File: src/rtl/frame_sequencer.sv
// Frame sequencer for the 3x3 edge-detect engine: walks the frame column by column,
// fetches each window column over the read port, triggers the filter, then writes back.
module frame_sequencer #(
  parameter int BUSWIDTH = 32
) (
  input  logic                clk,
  input  logic                rst,
  input  logic                start,
  input  logic [BUSWIDTH-1:0] width,
  input  logic [BUSWIDTH-1:0] height,
  input  logic [BUSWIDTH-1:0] read_base,
  input  logic [BUSWIDTH-1:0] write_base,
  input  logic                filter_type,
  output logic                rd_req,
  output logic [BUSWIDTH-1:0] rd_addr,
  input  logic                rd_ack,
  output logic                win_load,
  output logic [1:0]          win_row,
  output logic                comp_start,
  input  logic                comp_done,
  output logic                wr_req,
  output logic [BUSWIDTH-1:0] wr_addr,
  input  logic                wr_ack,
  output logic                filter_sel,
  output logic                busy,
  output logic                done,
  output logic                err
);

  typedef enum logic [2:0] {
    S_IDLE,
    S_CHECK,
    S_FETCH,
    S_COMPUTE,
    S_WRITE,
    S_ADVANCE,
    S_DONE
  } state_t;

  state_t              r_state;
  logic [BUSWIDTH-1:0] r_width;
  logic [BUSWIDTH-1:0] r_height;
  logic [BUSWIDTH-1:0] r_read_base;
  logic [BUSWIDTH-1:0] r_write_base;
  logic [BUSWIDTH-1:0] r_col;
  logic [BUSWIDTH-1:0] r_row;
  logic [BUSWIDTH-1:0] r_top_ptr;
  logic [BUSWIDTH-1:0] r_wr_row_ptr;
  logic [BUSWIDTH-1:0] r_rd_addr;
  logic [BUSWIDTH-1:0] r_wr_addr;
  logic [1:0]          r_k;
  logic                r_filter;
  logic                r_rd_req;
  logic                r_wr_req;
  logic                r_comp_start;
  logic                r_busy;
  logic                r_done;
  logic                r_err;

  logic w_cfg_bad;
  logic w_last_col;
  logic w_last_row;
  logic w_prefill;

  assign w_cfg_bad  = (r_width < BUSWIDTH'(3)) || (r_height < BUSWIDTH'(3));
  assign w_last_col = (r_col == r_width - BUSWIDTH'(1));
  assign w_last_row = (r_row == r_height - BUSWIDTH'(2));
  // The first two columns of each row only fill the window; no pixel is computed yet.
  assign w_prefill  = (r_col < BUSWIDTH'(2));

  assign rd_req     = r_rd_req;
  assign rd_addr    = r_rd_addr;
  assign win_load   = r_rd_req & rd_ack;
  assign win_row    = r_k;
  assign comp_start = r_comp_start;
  assign wr_req     = r_wr_req;
  assign wr_addr    = r_wr_addr;
  assign filter_sel = r_filter;
  assign busy       = r_busy;
  assign done       = r_done;
  assign err        = r_err;

  always_ff @(posedge clk) begin
    if (rst) begin
      r_state      <= S_IDLE;
      r_width      <= '0;
      r_height     <= '0;
      r_read_base  <= '0;
      r_write_base <= '0;
      r_col        <= '0;
      r_row        <= '0;
      r_top_ptr    <= '0;
      r_wr_row_ptr <= '0;
      r_rd_addr    <= '0;
      r_wr_addr    <= '0;
      r_k          <= '0;
      r_filter     <= 1'b0;
      r_rd_req     <= 1'b0;
      r_wr_req     <= 1'b0;
      r_comp_start <= 1'b0;
      r_busy       <= 1'b0;
      r_done       <= 1'b0;
      r_err        <= 1'b0;
    end else begin
      r_comp_start <= 1'b0;
      r_done       <= 1'b0;
      r_err        <= 1'b0;
      case (r_state)
        S_IDLE: begin
          if (start) begin
            r_width      <= width;
            r_height     <= height;
            r_read_base  <= read_base;
            r_write_base <= write_base;
            r_filter     <= filter_type;
            r_state      <= S_CHECK;
          end
        end
        S_CHECK: begin
          if (w_cfg_bad) begin
            r_err   <= 1'b1;
            r_state <= S_IDLE;
          end else begin
            r_col        <= '0;
            r_row        <= BUSWIDTH'(1);
            r_top_ptr    <= r_read_base;
            r_wr_row_ptr <= r_write_base + r_width;
            r_k          <= '0;
            r_busy       <= 1'b1;
            r_rd_req     <= 1'b1;
            r_rd_addr    <= r_read_base;
            r_state      <= S_FETCH;
          end
        end
        S_FETCH: begin
          if (rd_ack) begin
            if (r_k == 2'd2) begin
              r_k      <= '0;
              r_rd_req <= 1'b0;
              if (w_prefill) begin
                r_state <= S_ADVANCE;
              end else begin
                r_comp_start <= 1'b1;
                r_state      <= S_COMPUTE;
              end
            end else begin
              // Step one image row down the current column.
              r_k       <= r_k + 2'd1;
              r_rd_addr <= r_rd_addr + r_width;
            end
          end
        end
        S_COMPUTE: begin
          if (comp_done) begin
            r_wr_req  <= 1'b1;
            r_wr_addr <= r_wr_row_ptr + r_col - BUSWIDTH'(1);
            r_state   <= S_WRITE;
          end
        end
        S_WRITE: begin
          if (wr_ack) begin
            r_wr_req <= 1'b0;
            r_state  <= S_ADVANCE;
          end
        end
        S_ADVANCE: begin
          if (!w_last_col) begin
            r_col     <= r_col + BUSWIDTH'(1);
            r_rd_addr <= r_top_ptr + r_col + BUSWIDTH'(1);
            r_rd_req  <= 1'b1;
            r_state   <= S_FETCH;
          end else if (w_last_row) begin
            r_busy  <= 1'b0;
            r_done  <= 1'b1;
            r_state <= S_DONE;
          end else begin
            r_col        <= '0;
            r_row        <= r_row + BUSWIDTH'(1);
            r_top_ptr    <= r_top_ptr + r_width;
            r_wr_row_ptr <= r_wr_row_ptr + r_width;
            r_rd_addr    <= r_top_ptr + r_width;
            r_rd_req     <= 1'b1;
            r_state      <= S_FETCH;
          end
        end
        S_DONE: begin
          r_state <= S_IDLE;
        end
        default: begin
          r_state <= S_IDLE;
        end
      endcase
    end
  end

endmodule
File: config.mk
export PLATFORM = sky130hd
export DESIGN_NAME = frame_sequencer
export DESIGN_NICKNAME = d
export VERILOG_FILES = /design/src/rtl/frame_sequencer.sv
export SDC_FILE = /design/constraint.sdc
export NUM_CORES = 1
export LEC_CHECK = 0
export CAP_MARGIN = 10
export CELL_PAD_IN_SITES_DETAIL_PLACEMENT = 0
export CELL_PAD_IN_SITES_GLOBAL_PLACEMENT = 1
export CORE_MARGIN = 8
export CORE_UTILIZATION = 53
export CTS_BUF_LIST = sky130_fd_sc_hd__clkbuf_2
export DETAILED_ROUTE_END_ITERATION = 12
export DONT_BUFFER_PORTS = 1
export GPL_TIMING_DRIVEN = 0
export PLACE_DENSITY_LB_ADDON = 0.1
export SYNTH_ARGS = -nofsm -noshare
export SYNTH_HDL_FRONTEND = slang
export SYNTH_SLANG_ARGS = --single-unit
File: constraint.sdc
create_clock -name clk -period 8.9 [get_ports clk]
set_input_delay 1.78 -clock clk [delete_from_list [all_inputs] [get_ports clk]]
set_output_delay 1.78 -clock clk [all_outputs]
set_load 0.01 [all_outputs]
# After elaboration in Yosys (flattened, before gate mapping)
# Index checks and enable logic that the tools add are counted.
classes:
  add_sub_neg: 13
  n_bitwise: 7
  reduce_logical: 19
  eq_ne: 19
  n_lt_le_gt_ge: 3
  muxes: 49
ops:
  columns: ["cell", "count"]
  rows:
  - ["$mux W32", 15]
  - ["$pmux W32 S2", 4]
  - ["$add A32 B32 Y32", 6]
  - ["$add A32 B1 Y32 const B", 3]
  - ["$lt A32 B2 Y1 const B", 3]
  - ["$pmux W32 S3", 1]
  - ["$eq A32 B32 Y1", 2]
  - ["$sub A32 B1 Y32 const B", 2]
  - ["$sub A32 B2 Y32 const B", 1]
  - ["$mux W3", 8]
  - ["$ne A2 B2 Y1 const B", 10]
  - ["$pmux W3 S6", 1]
  - ["$reduce_and A5 Y1", 3]
  - ["$mux W1", 12]
  - ["$reduce_and A3 Y1", 3]
  - ["$mux W2", 4]
  - ["$reduce_and A4 Y1", 2]
  - ["$eq A3 B2 Y1 const B", 2]
  - ["$eq A3 B3 Y1 const B", 2]
  - ["$not A1 Y1", 6]
  - ["$reduce_bool A2 Y1", 3]
  - ["$pmux W1 S2", 2]
  - ["$pmux W2 S2", 1]
  - ["$reduce_and A2 Y1", 2]
  - ["other kinds (12)", 12]
totals:
  inputBits: 135
  out_inout_bits: 74
  elab_cells: 129
  ff_bits: 332

# Logic depth before layout (Yosys ltp)
depth:
  word_depth: 5
  ltp_mapped: 21
  ltp_nobuf: 17

# Least setup slack after synthesis
# OpenSTA, ideal clock, no wires.
synth_path:
  path_type: "reg2reg"
  start: "reg r_state[0]"
  end: "reg r_wr_row_ptr[31]"
  setup_ps: 70
  required_ps: 8830
  synth_period_minus_slack_ps: 4598
  t_arrival_ps: 4527
  path_stages_with_launch: 21
  slack_ps: 4302
  n_path_buf: 4
  path_cell_list: "dfxtp_1 clkbuf_1 nor2b_1 nand2_1 clkbuf_1 clkbuf_1 clkbuf_1 nand2_1 o21ai_0 ha_1 a21oi_1 a211oi_1 o31a_1 a2111oi_0 a31oi_1 o2111ai_1 and2_1 nor4_1 a311oi_1 mux2_2 a21oi_1"
synth_between:
  elab_chain_len: 3
  word_cells_on_any_way: 8
  cone_classes: "5 x eq/ne; 1 x mux; 2 x reduce/logical"
synth_rtl:
  columns: ["item", "line", "rtl"]
  rows:
  - ["from (decl)", "40", "state_t r_state;"]
  - ["from (signal assigned)", "85", "r_state <= S_IDLE;"]
  - ["from (signal assigned)", "116", "r_state <= S_CHECK;"]
  - ["from (signal assigned)", "122", "r_state <= S_IDLE;"]
  - ["$eq A3 B3 Y1 / $eq A3 B1 Y1 (equally long branches)", "108", "case (r_state)"]
  - ["$ne A2 B2 Y1 (no line) / $reduce_bool A2 Y1 (equally long branches)", null, null]
  - ["$reduce_and A4 Y1 (no line)", null, null]
  - ["to (signal assigned)", "127", "r_wr_row_ptr <= r_write_base + r_width;"]
  - ["to (signal assigned)", "180", "r_wr_row_ptr <= r_wr_row_ptr + r_width;"]
  - ["to (decl)", "48", "logic [BUSWIDTH-1:0] r_wr_row_ptr;"]
# Several ways; a longest one is shown, not always the timed one.
# A chain may end at the register's enable or synchronous reset.

# Worst setup path in the final report
# Ends and elaborated chain as after synthesis.

==> impl_metrics.py <==
metrics = {
    "grt": {
        "antenna_found_initial": 7,
        "globalRouteOverflowTotal": 0,
        "grt_max_degree": 14,
        "grt_use_total_pct": 34.9,
        "grt_pass1_wl_um": 144000,
        "grt_pass1_vias": 24300,
    },
    "critical_path": {
        "critPathArrivalTime_ns": 8.92,
        "required_ns": 9.97,
        "crit_path_end_kind": "register",
        "start_kind": "register",
        "slowest_delay_ns": 1.06,
        "rr_endpoint": "r_wr_row_ptr[31]",
        "r2r-start": "r_state[0]",
        "r2r_cells": 18,
        "path_max_fanout": 10,
        "r2r_slack_ns": 1.06,
        "crit_type": "reg -> reg",
        "path_cells": "clkbuf_1, nor2b_1, nand2_1, clkbuf_1, clkbuf_1, clkbuf_1, o21ai_0, ha_1, a211oi_1, o21a_1, a211oi_1, o2111ai_1, a31oi_1, o2111ai_1, and2_1, a311oi_1, mux2_2, a21oi_1",
        "worst_path_most_repeated_cell": "clkbuf_1",
        "critPathSlowestCell": "a311oi_1",
    },
    "sta": {
        "hold_viol_final": 0,
        "max_freq_mhz": 128,
        "slew_violations": 0,
        "rsz0062_at_grt": "false",
        "worstMarginPinSlew_ns": 1.33,
        "period_needed_ns": 7.84,
        "relSlewSlack_pct": 11.6,
        "setup_viol": 0,
        "setup_tns_ns": 0,
        "clock-skew-final_ns": 0.114,
        "finalCritPeriodShare_pct": 88.1,
    },
    "detailed_routing": {
        "ant_nets": 0,
        "vias": 25600,
        "wl_per_cell_um": 23.8,
        "routed_wl_um": 96700,
        "drt_iter0_drc": 2505,
        "drc": 0,
        "vias_per_cell": 6.29,
        "detail_route.first_pass.iterations": 8,
    },
    "synth": {
        "synth_nets": 3625,
        "synth.area.mux_share_pct": 1.29,
        "synthDistinctLibCells": 86,
        "netlist_area_um2": 24500,
        "synth-simple-area-share_pct": 24.3,
        "synth_top_family_by_area": "simple AND/OR/NAND/NOR gates",
        "synth_fa_ha_area_share_pct": 10.1,
        "seq_area_frac_synth_pct": 27.2,
        "async_reset_ff_share_pct": 0,
        "synth-seq-cells": 332,
        "synth_compound_area_share_pct": 23.1,
        "synth_flop_cell": "dfxtp_1",
        "syn_area_per_cell_um2": 7.43,
        "synthXorXnorAreaFrac_pct": 8.59,
        "synth-edff-count": 0,
        "ys_warn_count": 0,
        "synth_cells": 3295,
    },
    "layout": {
        "synthToLayoutAreaGrowth_pct": 6.88,
        "nets": 3724,
        "fillers": 4495,
        "final_common_cell": "nand2_1",
        "regArea_um2": 6650,
        "drive_above_1_share_pct": 6.43,
        "fin_util_pct": 57.5,
        "mostFrequentLayoutCells": "nand2_1, a21oi_1, dfxtp_1",
        "layoutNonFillerInstCount": 4071,
        "multiInputGateArea_um2": 16500,
    },
    "power": {
        "peakVddDrop_v": 0.000262,
        "power.density_nw_per_um2": 301,
        "power_leakage_nw": 10.7,
    },
    "clocking": {
        "path_clk_slew_ns": 0.11,
        "cts_made_buffers": 93,
        "clockRootBuffer": "clkbuf_2",
        "clock-sinks": 332,
        "worstSkewPairLatency_ns": 1.20,
        "ctsHoldBuffers": 0,
        "htreeDepth": 3,
        "cts_tree": "done",
        "ctsResizeCount": 0,
        "cts_setup_buffers": 0,
        "cts_buffer_depth": 3,
    },
    "floorplan": {
        "die_y_um": 231,
        "fp.dieArea_um2": 53300,
        "io-pin-count": 209,
        "initial_utilization_pct": 53.8,
        "core_area_um2": 45500,
        "num_rows": 78,
        "die_w_um": 231,
    },
    "min_path": {
        "whs_endpoint": "r_wr_row_ptr[4]",
        "hold_class": "reg -> reg",
        "hp-start": "r_wr_row_ptr[4]",
        "worst_hold_path.num_cells": 2,
    },
    "placement": {
        "dpl.cell_count": 3898,
        "place_congestion": 0.994,
        "port-buffer-count": 0,
        "hpwl_um": 76700,
    },
    "run_status": {
        "status": "finished clean",
    },
    "job": {
        "maxCapViolations": 0,
    },
}
-- registers in the layout, indices dropped and copies added, names as in the netlist, 3 cells and up --
name,count
r_height,32
r_write_base,32
r_row,32
r_width,32
r_wr_row_ptr,32
r_read_base,32
wr_addr,32
r_top_ptr,32
r_col,32
rd_addr,32
r_state,3
-- logic make-up (layout without fill, tap and decap cells) --
family,count (synthesis),after routing
and+or+nand+nor,1269,1269
AOI/OAI and AO/OA,890,890
buffers and inverters,338,511
DFF,332,332
xor gates and xnor gates,240,240
adders and majority gates,195,195
muxes,31,31
other,0,3
-- worst max-delay path, delay by kind of cell (launching register included) --
kind | cells | cell delay (ns)
adders and majority gates | 1 | 0.37
DFF | 1 | 0.31
AOI/OAI and AO/OA | 9 | 3.41
muxes | 1 | 0.42
buffers and inverters | 4 | 2.35
and+or+nand+nor | 3 | 0.88
-- layer usage --
layer	global-route usage (%)	wire, um	vias up
li1	-	-	12000
met1	43.4	39800	12200
met2	55.4	43000	1179
met3	8.76	8870	271
met4	17.8	5080	2
met5	0	17	-
-- power by group --
part           switching [mW]  total [mW]  internal (mW)
clock                   0.721        1.18          0.463
sequential              0.447        2.22           1.77
combinational            2.90        4.48           1.58
-- worst max path at each step --
stage                                   to  startpoint  cells past startpoint  slack, ns
after global routing      r_wr_row_ptr[31]  r_state[0]                     18       1.05
after detailed placement  r_wr_row_ptr[31]  r_state[0]                     18       1.55
after CTS                 r_wr_row_ptr[31]  r_state[0]                     18       1.50
final                     r_wr_row_ptr[31]  r_state[0]                     18       1.06
after floorplan           r_wr_row_ptr[31]  r_state[0]                     20       4.30
after global placement    r_wr_row_ptr[31]  r_state[0]                     18       1.62
-- synth_stat cells (all sizes together), types with 9 or more instances --
master  count  area share (%)
a221oi     23            0.93
clkbuf    129             2.0
o21ai     151             3.1
a311oi     17            0.61
a211oi     52             1.6
nor4       46             1.2
xnor2     163             5.8
xor2       77             2.8
nand2     468             7.2
nor2b      29            0.74
o211ai     17            0.52
a21o       67             2.1
o21bai     15            0.46
o31a        9            0.32
nand4b     10            0.36
nand3b     19            0.58
o31ai      19            0.58
nand2b     30            0.77
or2        15            0.38
buf        30            0.71
nand3      61             1.2
a21oi     344             7.0
mux2i      27             1.1
ha        190             9.7
nor3       99             2.0
inv       179             2.7
dfxtp     332              27
nor2      325             5.0
o21a       27            0.83
a21boi     11            0.34
nand4      33            0.84
or4        23            0.74
a22oi      13            0.40
a31oi      31            0.79
and2       15            0.38
a211o      13            0.47
or3        37            0.95
and3       25            0.64
and4       12            0.43
-- cell type report --
cell class / count / share of cell area, %
multi-input cells: 2625 / 63.1
clock buffers: 131 / 2.51
clock inverters: 38 / 0.842
repair buffers: 4 / 0.163
well taps: 600 / 2.87
plain buffers: 159 / 2.52
flip-flops and latches: 332 / 25.4
diodes: 3 / 0.0287
inverters: 179 / 2.57
-- metrics by stage --
step           hold WS [ns]  setup slack (ns)  area, um2  power (mW)
2_1_floorplan         0.432              4.30      24500        5.16
3_3_place_gp          0.444              1.62      25200        6.46
3_5_place_dp          0.451              1.55      25300        6.55
4_1_cts               0.467              1.50      26100        7.75
5_1_grt               0.485              1.05      26200        8.36
6_report              0.466              1.06      26200        7.88
Note: power is estimated with default switching activity, not from simulation.
